===== config.mk =====
export PLATFORM = sky130hd
export DESIGN_NAME = seg7_scan_mux
export DESIGN_NICKNAME = d
export VERILOG_FILES = /design/src/rtl/seg7_scan_mux.sv
export SDC_FILE = /design/constraint.sdc
export NUM_CORES = 1
export LEC_CHECK = 0
export ABC_AREA = 1
export BUFFER_PORTS_ARGS = -buffer_cell sky130_fd_sc_hd__buf_4
export CAP_MARGIN = 40
export CORE_MARGIN = 2
export CORE_UTILIZATION = 27
export CTS_BUF_LIST = sky130_fd_sc_hd__clkbuf_2
export DETAILED_ROUTE_END_ITERATION = 16
export HOLD_SLACK_MARGIN = 0.05
export PLACE_DENSITY = 0.45
export SKIP_CTS_REPAIR_TIMING = 1
export SLEW_MARGIN = 20
export SYNTH_ARGS = -nofsm -noshare
export SYNTH_HDL_FRONTEND = slang
export SYNTH_SLANG_ARGS = --single-unit

===== constraint.sdc =====
create_clock -name clk -period 6.2 [get_ports clk]
set_clock_uncertainty 0.05 [all_clocks]
set_input_delay 0.31 -clock clk [delete_from_list [all_inputs] [get_ports clk]]
set_output_delay 0.31 -clock clk [all_outputs]
set_load 0.01 [all_outputs]

===== src/rtl/seg7_scan_mux.sv =====
// seg7_scan_mux
// Four-digit multiplexed 7-segment driver. It scans one digit per edge of the
// divider output and decodes a frame-latched 16-bit hex value to active-low
// segment and anode drive. It blanks all anodes after each digit switch and can
// suppress leading zeros.
//
// Ports:
//   clk      system clock (same clock as the divider)
//   rst      asynchronous reset, active low
//   fdiv     divider square wave, asynchronous, synchronised internally
//   value    display value, digit 0 = value[3:0] (rightmost)
//   dp_en    decimal point enable per digit, active high
//   blank_lz leading-zero suppression enable (sampled live)
//   an       anode enables, active low, bit i = digit i
//   seg      segments {g,f,e,d,c,b,a}, active low
//   dp       decimal point, active low
module seg7_scan_mux #(
    parameter int unsigned BLANK_CYC = 16
) (
    input  logic        clk,
    input  logic        rst,
    input  logic        fdiv,
    input  logic [15:0] value,
    input  logic [3:0]  dp_en,
    input  logic        blank_lz,
    output logic [3:0]  an,
    output logic [6:0]  seg,
    output logic        dp
);

    localparam logic [7:0] BlankInit = 8'(BLANK_CYC);

    logic        s1, s2, s3;
    logic        tick;
    logic [1:0]  idx;
    logic [15:0] frame;
    logic [3:0]  dp_l;
    logic [7:0]  cnt;

    logic [1:0]  idx_d;
    logic [15:0] frame_d;
    logic [3:0]  dp_l_d;
    logic [7:0]  cnt_d;
    logic [3:0]  an_d;
    logic [6:0]  seg_d;
    logic        dp_d;
    logic [3:0]  nz;
    logic        blanked;
    logic [3:0]  nib;

    function automatic logic [6:0] hex7(input logic [3:0] n);
        logic [6:0] r;
        unique case (n)
            4'h0: r = 7'b1000000;
            4'h1: r = 7'b1111001;
            4'h2: r = 7'b0100100;
            4'h3: r = 7'b0110000;
            4'h4: r = 7'b0011001;
            4'h5: r = 7'b0010010;
            4'h6: r = 7'b0000010;
            4'h7: r = 7'b1111000;
            4'h8: r = 7'b0000000;
            4'h9: r = 7'b0010000;
            4'hA: r = 7'b0001000;
            4'hB: r = 7'b0000011;
            4'hC: r = 7'b1000110;
            4'hD: r = 7'b0100001;
            4'hE: r = 7'b0000110;
            default: r = 7'b0001110;
        endcase
        return r;
    endfunction

    // Outputs are registered from the next-state values so that the new digit
    // and the anode blanking show up on the same edge as the index change.
    always_comb begin
        idx_d   = tick ? idx + 2'd1 : idx;
        frame_d = frame;
        dp_l_d  = dp_l;
        // Latch the frame on the 3->0 wrap only, so mid-frame edits never tear.
        if (tick && idx == 2'd3) begin
            frame_d = value;
            dp_l_d  = dp_en;
        end

        if (tick)            cnt_d = BlankInit;
        else if (cnt != '0)  cnt_d = cnt - 8'd1;
        else                 cnt_d = '0;

        for (int i = 0; i < 4; i++) nz[i] = |frame_d[i*4 +: 4];

        unique case (idx_d)
            2'd3:    blanked = blank_lz && !nz[3];
            2'd2:    blanked = blank_lz && !(nz[3] | nz[2]);
            2'd1:    blanked = blank_lz && !(nz[3] | nz[2] | nz[1]);
            default: blanked = 1'b0;
        endcase

        nib   = frame_d[{idx_d, 2'b00} +: 4];
        seg_d = blanked ? 7'b1111111 : hex7(nib);
        dp_d  = blanked ? 1'b1 : ~dp_l_d[idx_d];

        if (cnt_d != '0) begin
            an_d = 4'b1111;
        end else begin
            unique case (idx_d)
                2'd0:    an_d = 4'b1110;
                2'd1:    an_d = 4'b1101;
                2'd2:    an_d = 4'b1011;
                default: an_d = 4'b0111;
            endcase
        end
    end

    always_ff @(posedge clk or negedge rst) begin
        if (!rst) begin
            s1    <= 1'b0;
            s2    <= 1'b0;
            s3    <= 1'b0;
            tick  <= 1'b0;
            idx   <= 2'd0;
            frame <= '0;
            dp_l  <= '0;
            cnt   <= BlankInit;
            an    <= 4'b1111;
            seg   <= 7'b1111111;
            dp    <= 1'b1;
        end else begin
            s1    <= fdiv;
            s2    <= s1;
            s3    <= s2;
            // Registered edge detect: both fdiv edges produce a one-cycle tick.
            tick  <= s2 ^ s3;
            idx   <= idx_d;
            frame <= frame_d;
            dp_l  <= dp_l_d;
            cnt   <= cnt_d;
            an    <= an_d;
            seg   <= seg_d;
            dp    <= dp_d;
        end
    end

endmodule

Word level (Yosys, flattened, before mapping)
Memory sizes are Yosys's and may differ from the RTL's. Cells that the tools add are included.

Bits in registers: 46. Memories kept: 1. Bits in read-only memories: 112. Output and inout port bits: 12. Word-level logic and storage cells: 49. Memory bits (writable): 0. Bits in latches: 0.

Equality and inequality tests: 4. Div/mod/pow operators: 0. Bitwise operators: 4. Reduce and logical (&&, ||, !) cells: 13. $mul: 0. Shift operators: 1. $add $sub $neg: 2. $lt $le $gt $ge: 1. Mux-type cells: 12.

Memory list: (no name shown) (depth 16, bits a word 7, rd ports 1, clocked after memory_dff 0, wr ports 0, RTL line 53) `unique case (n)`.

Operator list (number): $mux W16 (1); $mux W8 (2); $reduce_bool A8 Y1 (2); $shiftx A16 B5 Y4 (1); $pmux W4 S3 (1); $reduce_or A4 Y1 (3); $mux W4 (2); $sub A8 B1 Y8 const B (1); $mux W7 (1); $eq A2 B2 Y1 const B (3); $logic_and A1 B1 Y1 (4); $logic_not A1 Y1 (3); $lt A2 B3 Y1 const B (1); $pmux W1 S3 (1); $add A2 B1 Y2 const B (1); $bmux W1 S2 (1); $eq A2 B1 Y1 const B (1); $logic_not A2 Y1 (1); $mux W1 (2); $mux W2 (1); $or A1 B1 Y1 (2); $not A1 Y1 (1); $xor A1 B1 Y1 (1).

Logic depth before layout (Yosys ltp)
Word-level depth: 10. Mapped depth: 15.

Worst setup path before layout
Ideal clock, no wire load.

Path type: register to register. Start: register idx[0]. End: register seg[5]. Cell stages (with the launch flop): 15. Clock period less this slack: 2.031 ns. Path buffers: 2. Required time: 6.064 ns. Slack: 4.169 ns. Arrival time: 1.896 ns. Cell sequence: dfrtp_1 ha_1 buf_4 buf_4 nand3_1 nand2_1 nand2_1 nand3_1 nand2_1 inv_1 ha_1 nand3_1 nand2_1 nand2_1 nand3_1.

Word-level cells in the longest chain between the ends: 10. Elaborated cells on any way between the ends: 23. Classes of those cells: add/sub (1); eq/ne (4); shift (1); mux (4); bitwise (2); reduce/logical (10); memory (1).

Ends and longest elaborated chain: start: declaration (RTL line 35) `logic [1:0] idx;`; start signal: assignment (RTL line 134) `idx <= idx_d;`; $eq A2 B2 Y1 (*) (RTL line 81) `if (tick && idx == 2'd3) begin`; $logic_and A1 B1 Y1 (*) (RTL line 81); $mux W16 (*) (RTL line 81); via frame_d[13] (RTL line 41) `logic [15:0] frame_d;`; branches (longest 6 deep; another with $mem_v2 Z16 W7); $mux W7 (*) (RTL line 100) `seg_d = blanked ? 7'b1111111 : hex7(nib);`; via seg_d[5] (RTL line 45) `logic [6:0] seg_d;`; end signal: assignment (RTL line 139) `seg <= seg_d;`; end: declaration (RTL line 27) `output logic [6:0] seg,`.

Mark *: on every way through the listed nets, which the timed path passes.

Worst setup path in the final report
Ends and elaborated chain as after synthesis.

==> metrics <==
Cell Area, Synth 2577 um^2; core area 9240 um^2; #FFs+latches synth between 40 and 50; number of hold-slack violations in the final timing report 0; Tcrit/Tclk final between 40% and 50%; Total GRT Usage 12.18%; drt drc 0; number of antenna violations at the first check in global routing 0; slew at the pin closest to its max-slew limit 733.4 ps; Chip Width 101.7 um; nets in the synthesized netlist around 340; post-synthesis instance total 305; total length of routed wires 5833 um; reg2reg start idx[0]$_DFF_PN0_; Non-Filler Cell Area, Final 3029 um^2; kind of start point of the critical path register; most frequent cells in the layout 96 x sky130_fd_sc_hd__nand2_1, 54 x sky130_fd_sc_hd__nand3_1, 35 x sky130_fd_sc_hd__buf_4, 33 x sky130_fd_sc_hd__dfrtp_1, 29 x sky130_fd_sc_hd__inv_1; Min-Delay Path Class in2reg; most common library cell in the layout ignoring fill and taps sky130_fd_sc_hd__nand2_1; critical path, cell by cell ha_1 > nand2_4 > nand2_1 > nand2_1 > nand2_1 > nand3_1 > nand2_1 > inv_1 > ha_1 > nand3_1 > nand2_1 > nand2_1 > nand3_1; number of antenna repair diodes 0; overall via count from detail_route 2,038; CP delay by family, top simple AND/OR/NAND/NOR gates; initial core utilization 27.89%; layout overhead on the synthesized area 17.52%; worst-case hold slack 88.69 ps; Post-Synthesis Mean Instance Area roughly 8.5 um^2; post-route insts no fill 474; Buf+Inv Stages, Crit Path 1; final total negative setup slack 0 ps; clock tree from TritonCTS done; clk root buf sky130_fd_sc_hd__clkbuf_2; remaining antenna violation count after routing 0; reported max-cap violation count 0; routed len/inst 12.31 um; main combinational cell family by area after synthesis simple AND/OR/NAND/NOR gates; register area share after synthesis a little under half; Critical Path Sink Type register; adder and majority cell fraction of the synthesized area 6.796%; CP Data Arrival Time ~3100 ps; fraction of layout cells with a size suffix above 1 24.35%; number of cells in the design after placement between 400 and 500; Achievable Freq 360.1 MHz; highest fanout seen on the critical path 23; Placed Instance Area 2950 um^2; die footprint 10,340 um^2; status complete, no violations; site row count 35; final period demand of the worst path 2777 ps; number of library cell types mapped by synthesis 28; Max stage delay on crit path 650 ps; worst-path cell with the longest stage delay sky130_fd_sc_hd__ha_1; sum of overflow across all layers after global routing 0; HPWL reported at the end of detailed placement 4230 um; maximum vdd ir drop approximately 0.14 mV; Critical Path Start idx[0]$_DFF_PN0_; Slew Viols, Final 0; detail-routed via count per cell approximately 4.3; via count of the first global-routing pass 1,986; required time reported for the critical path endpoint 6510 ps; die height 101.7 um; Slew Limit Headroom 51.11%; pin count of the biggest net entering global routing 47; final setup violation count 0; H-tree levels 2; first-pass GRT wire length 9722 um; Worst-Skew Late Latency about 410 ps; post-synthesis simple-gate area fraction 36.02%; final net count 382; total CTS buffers 5; Starting DRT DRC Count 71; maximum buffer depth of the clock tree 2; cell seen most often among critical-path stages sky130_fd_sc_hd__nand2_1; Warnings, synthesis 0; multiplexer fraction of the synthesized cell area 0.7767%; xor/xnor share of the synthesized area 1.019%; number of port buffers 35; number of I/O pins 36; unrepaired setup endpoints after global routing false; fraction of the mapped netlist area in compound gates ~2.3%; clock-pin transition on the worst setup and hold timing paths between 200 and 250 ps; power per cell area roughly 480 nW/um^2; weighted congestion reported at the end of routability-driven placement 0.8655; Hold Startpoint value[0]; count of TritonRoute iterations in the first routing pass 5; worst setup path category reg2reg; Static Leakage between 1.5 and 2 nW; Fillers 1,007; clock sinks 46
-- metrics by stage --
| step | worst slack [ps] | total power [mW] | utilization (%) |
|---|---|---|---|
| floorplan | 4169 | 1.131 | - |
| global placement | 3496 | 1.337 | 31.63 |
| detailed placement | 3427 | 1.338 | 31.93 |
| CTS | 3393 | 1.467 | 32.35 |
| global route | 3072 | 1.612 | 32.78 |
| finish | 3423 | 1.448 | 32.78 |
-- worst reg2reg max path: cells and delay by family (launching register included) --
kind | cells | cell delay, ps
fa+ha+maj | 2 | 870
simple gates | 10 | 1230
flops | 1 | 450
buf+inv | 1 | 110
-- flip-flops by register name, indices dropped and copies added, names as in the netlist --
signal,count
dp,1
s2,1
dp_l,4
cnt,8
an,4
s1,1
seg,7
tick,1
s3,1
frame,16
idx,2
-- synth_stat cells --
| library cell | number | area, um^2 |
|---|---|---|
| sky130_fd_sc_hd__inv_2 | 2 | 7.510 |
| sky130_fd_sc_hd__xor2_1 | 2 | 17.52 |
| sky130_fd_sc_hd__nor3_2 | 1 | 10.01 |
| sky130_fd_sc_hd__nand3_2 | 4 | 40.04 |
| sky130_fd_sc_hd__dfstp_2 | 13 | 341.6 |
| sky130_fd_sc_hd__nor4_2 | 1 | 12.51 |
| sky130_fd_sc_hd__xnor2_1 | 1 | 8.760 |
| sky130_fd_sc_hd__o21bai_1 | 1 | 7.510 |
| sky130_fd_sc_hd__nand3_4 | 2 | 35.03 |
| sky130_fd_sc_hd__nand4_1 | 3 | 18.77 |
| sky130_fd_sc_hd__nor2_1 | 12 | 45.04 |
| sky130_fd_sc_hd__dfrtp_1 | 33 | 825.8 |
| sky130_fd_sc_hd__a21oi_1 | 3 | 15.01 |
| sky130_fd_sc_hd__and2_0 | 1 | 6.260 |
| sky130_fd_sc_hd__ha_1 | 14 | 175.2 |
| sky130_fd_sc_hd__buf_4 | 3 | 22.52 |
| sky130_fd_sc_hd__nor2_2 | 2 | 12.51 |
| sky130_fd_sc_hd__o21ai_4 | 1 | 16.27 |
| sky130_fd_sc_hd__nor3_1 | 1 | 5.000 |
| sky130_fd_sc_hd__nand2_4 | 5 | 56.30 |
| sky130_fd_sc_hd__inv_4 | 1 | 6.260 |
| sky130_fd_sc_hd__buf_6 | 5 | 56.30 |
| sky130_fd_sc_hd__inv_1 | 29 | 108.9 |
| sky130_fd_sc_hd__o21ai_0 | 4 | 20.02 |
| sky130_fd_sc_hd__nand2_2 | 9 | 56.30 |
| sky130_fd_sc_hd__mux2i_1 | 2 | 20.02 |
| sky130_fd_sc_hd__nand3_1 | 54 | 270.3 |
| sky130_fd_sc_hd__nand2_1 | 96 | 360.4 |
-- area by class of cell --
type	instances	area (um^2)	area share, %
Multi-Input combinational cell	219	1209	39.90
Sequential cell	46	1167	38.54
Timing Repair Buffer	40	330.3	10.90
Tap cell	129	161.4	5.328
Inverter	32	122.6	4.048
Clock buffer	6	30.03	0.9913
Clock inverter	2	8.758	0.2891
-- power breakdown --
group | switching, mW | internal, mW | total (mW)
sequential | 0.0416 | 0.438 | 0.479
combinational | 0.545 | 0.301 | 0.846
clock | 0.0954 | 0.0278 | 0.123
total | 0.682 | 0.766 | 1.45
-- kinds of logic (layout without fill, tap and decap cells) --
family,count (synthesis),count (layout)
DFF,46,46
adders and majority gates,14,14
AOI/OAI and AO/OA,9,9
buffers and inverters,40,80
and+or+nand+nor,191,191
muxes,2,2
xor gates and xnor gates,3,3
-- routing by layer --
| layer | part of all wire, % | wire (um) | vias to the layer above | GRT usage, % |
|---|---|---|---|---|
| li1 | - | - | 1052 | - |
| met1 | 49 | 2880 | 951 | 17.26 |
| met2 | 46 | 2670 | 30 | 18.67 |
| met3 | 3.5 | 205 | 5 | 2.484 |
| met4 | 1.3 | 78 | 0 | 3.742 |
| met5 | 0 | 0 | - | 0 |
-- final timing paths --
check                           slack (ps)  cells past startpoint                 end
max in group asynchronous             5320                      2  frame[9]$_DFF_PN0_
min in group asynchronous              360                      2        s1$_DFF_PN0_
worst max register to register        3420                     13    seg[5]$_DFF_PN1_
worst min register to register         330                      0        s2$_DFF_PN0_
worst max-delay path                  3420                     13    seg[5]$_DFF_PN1_
worst min-delay path                    90                      3  frame[0]$_DFF_PN0_
(Power assumes the default switching activity.)
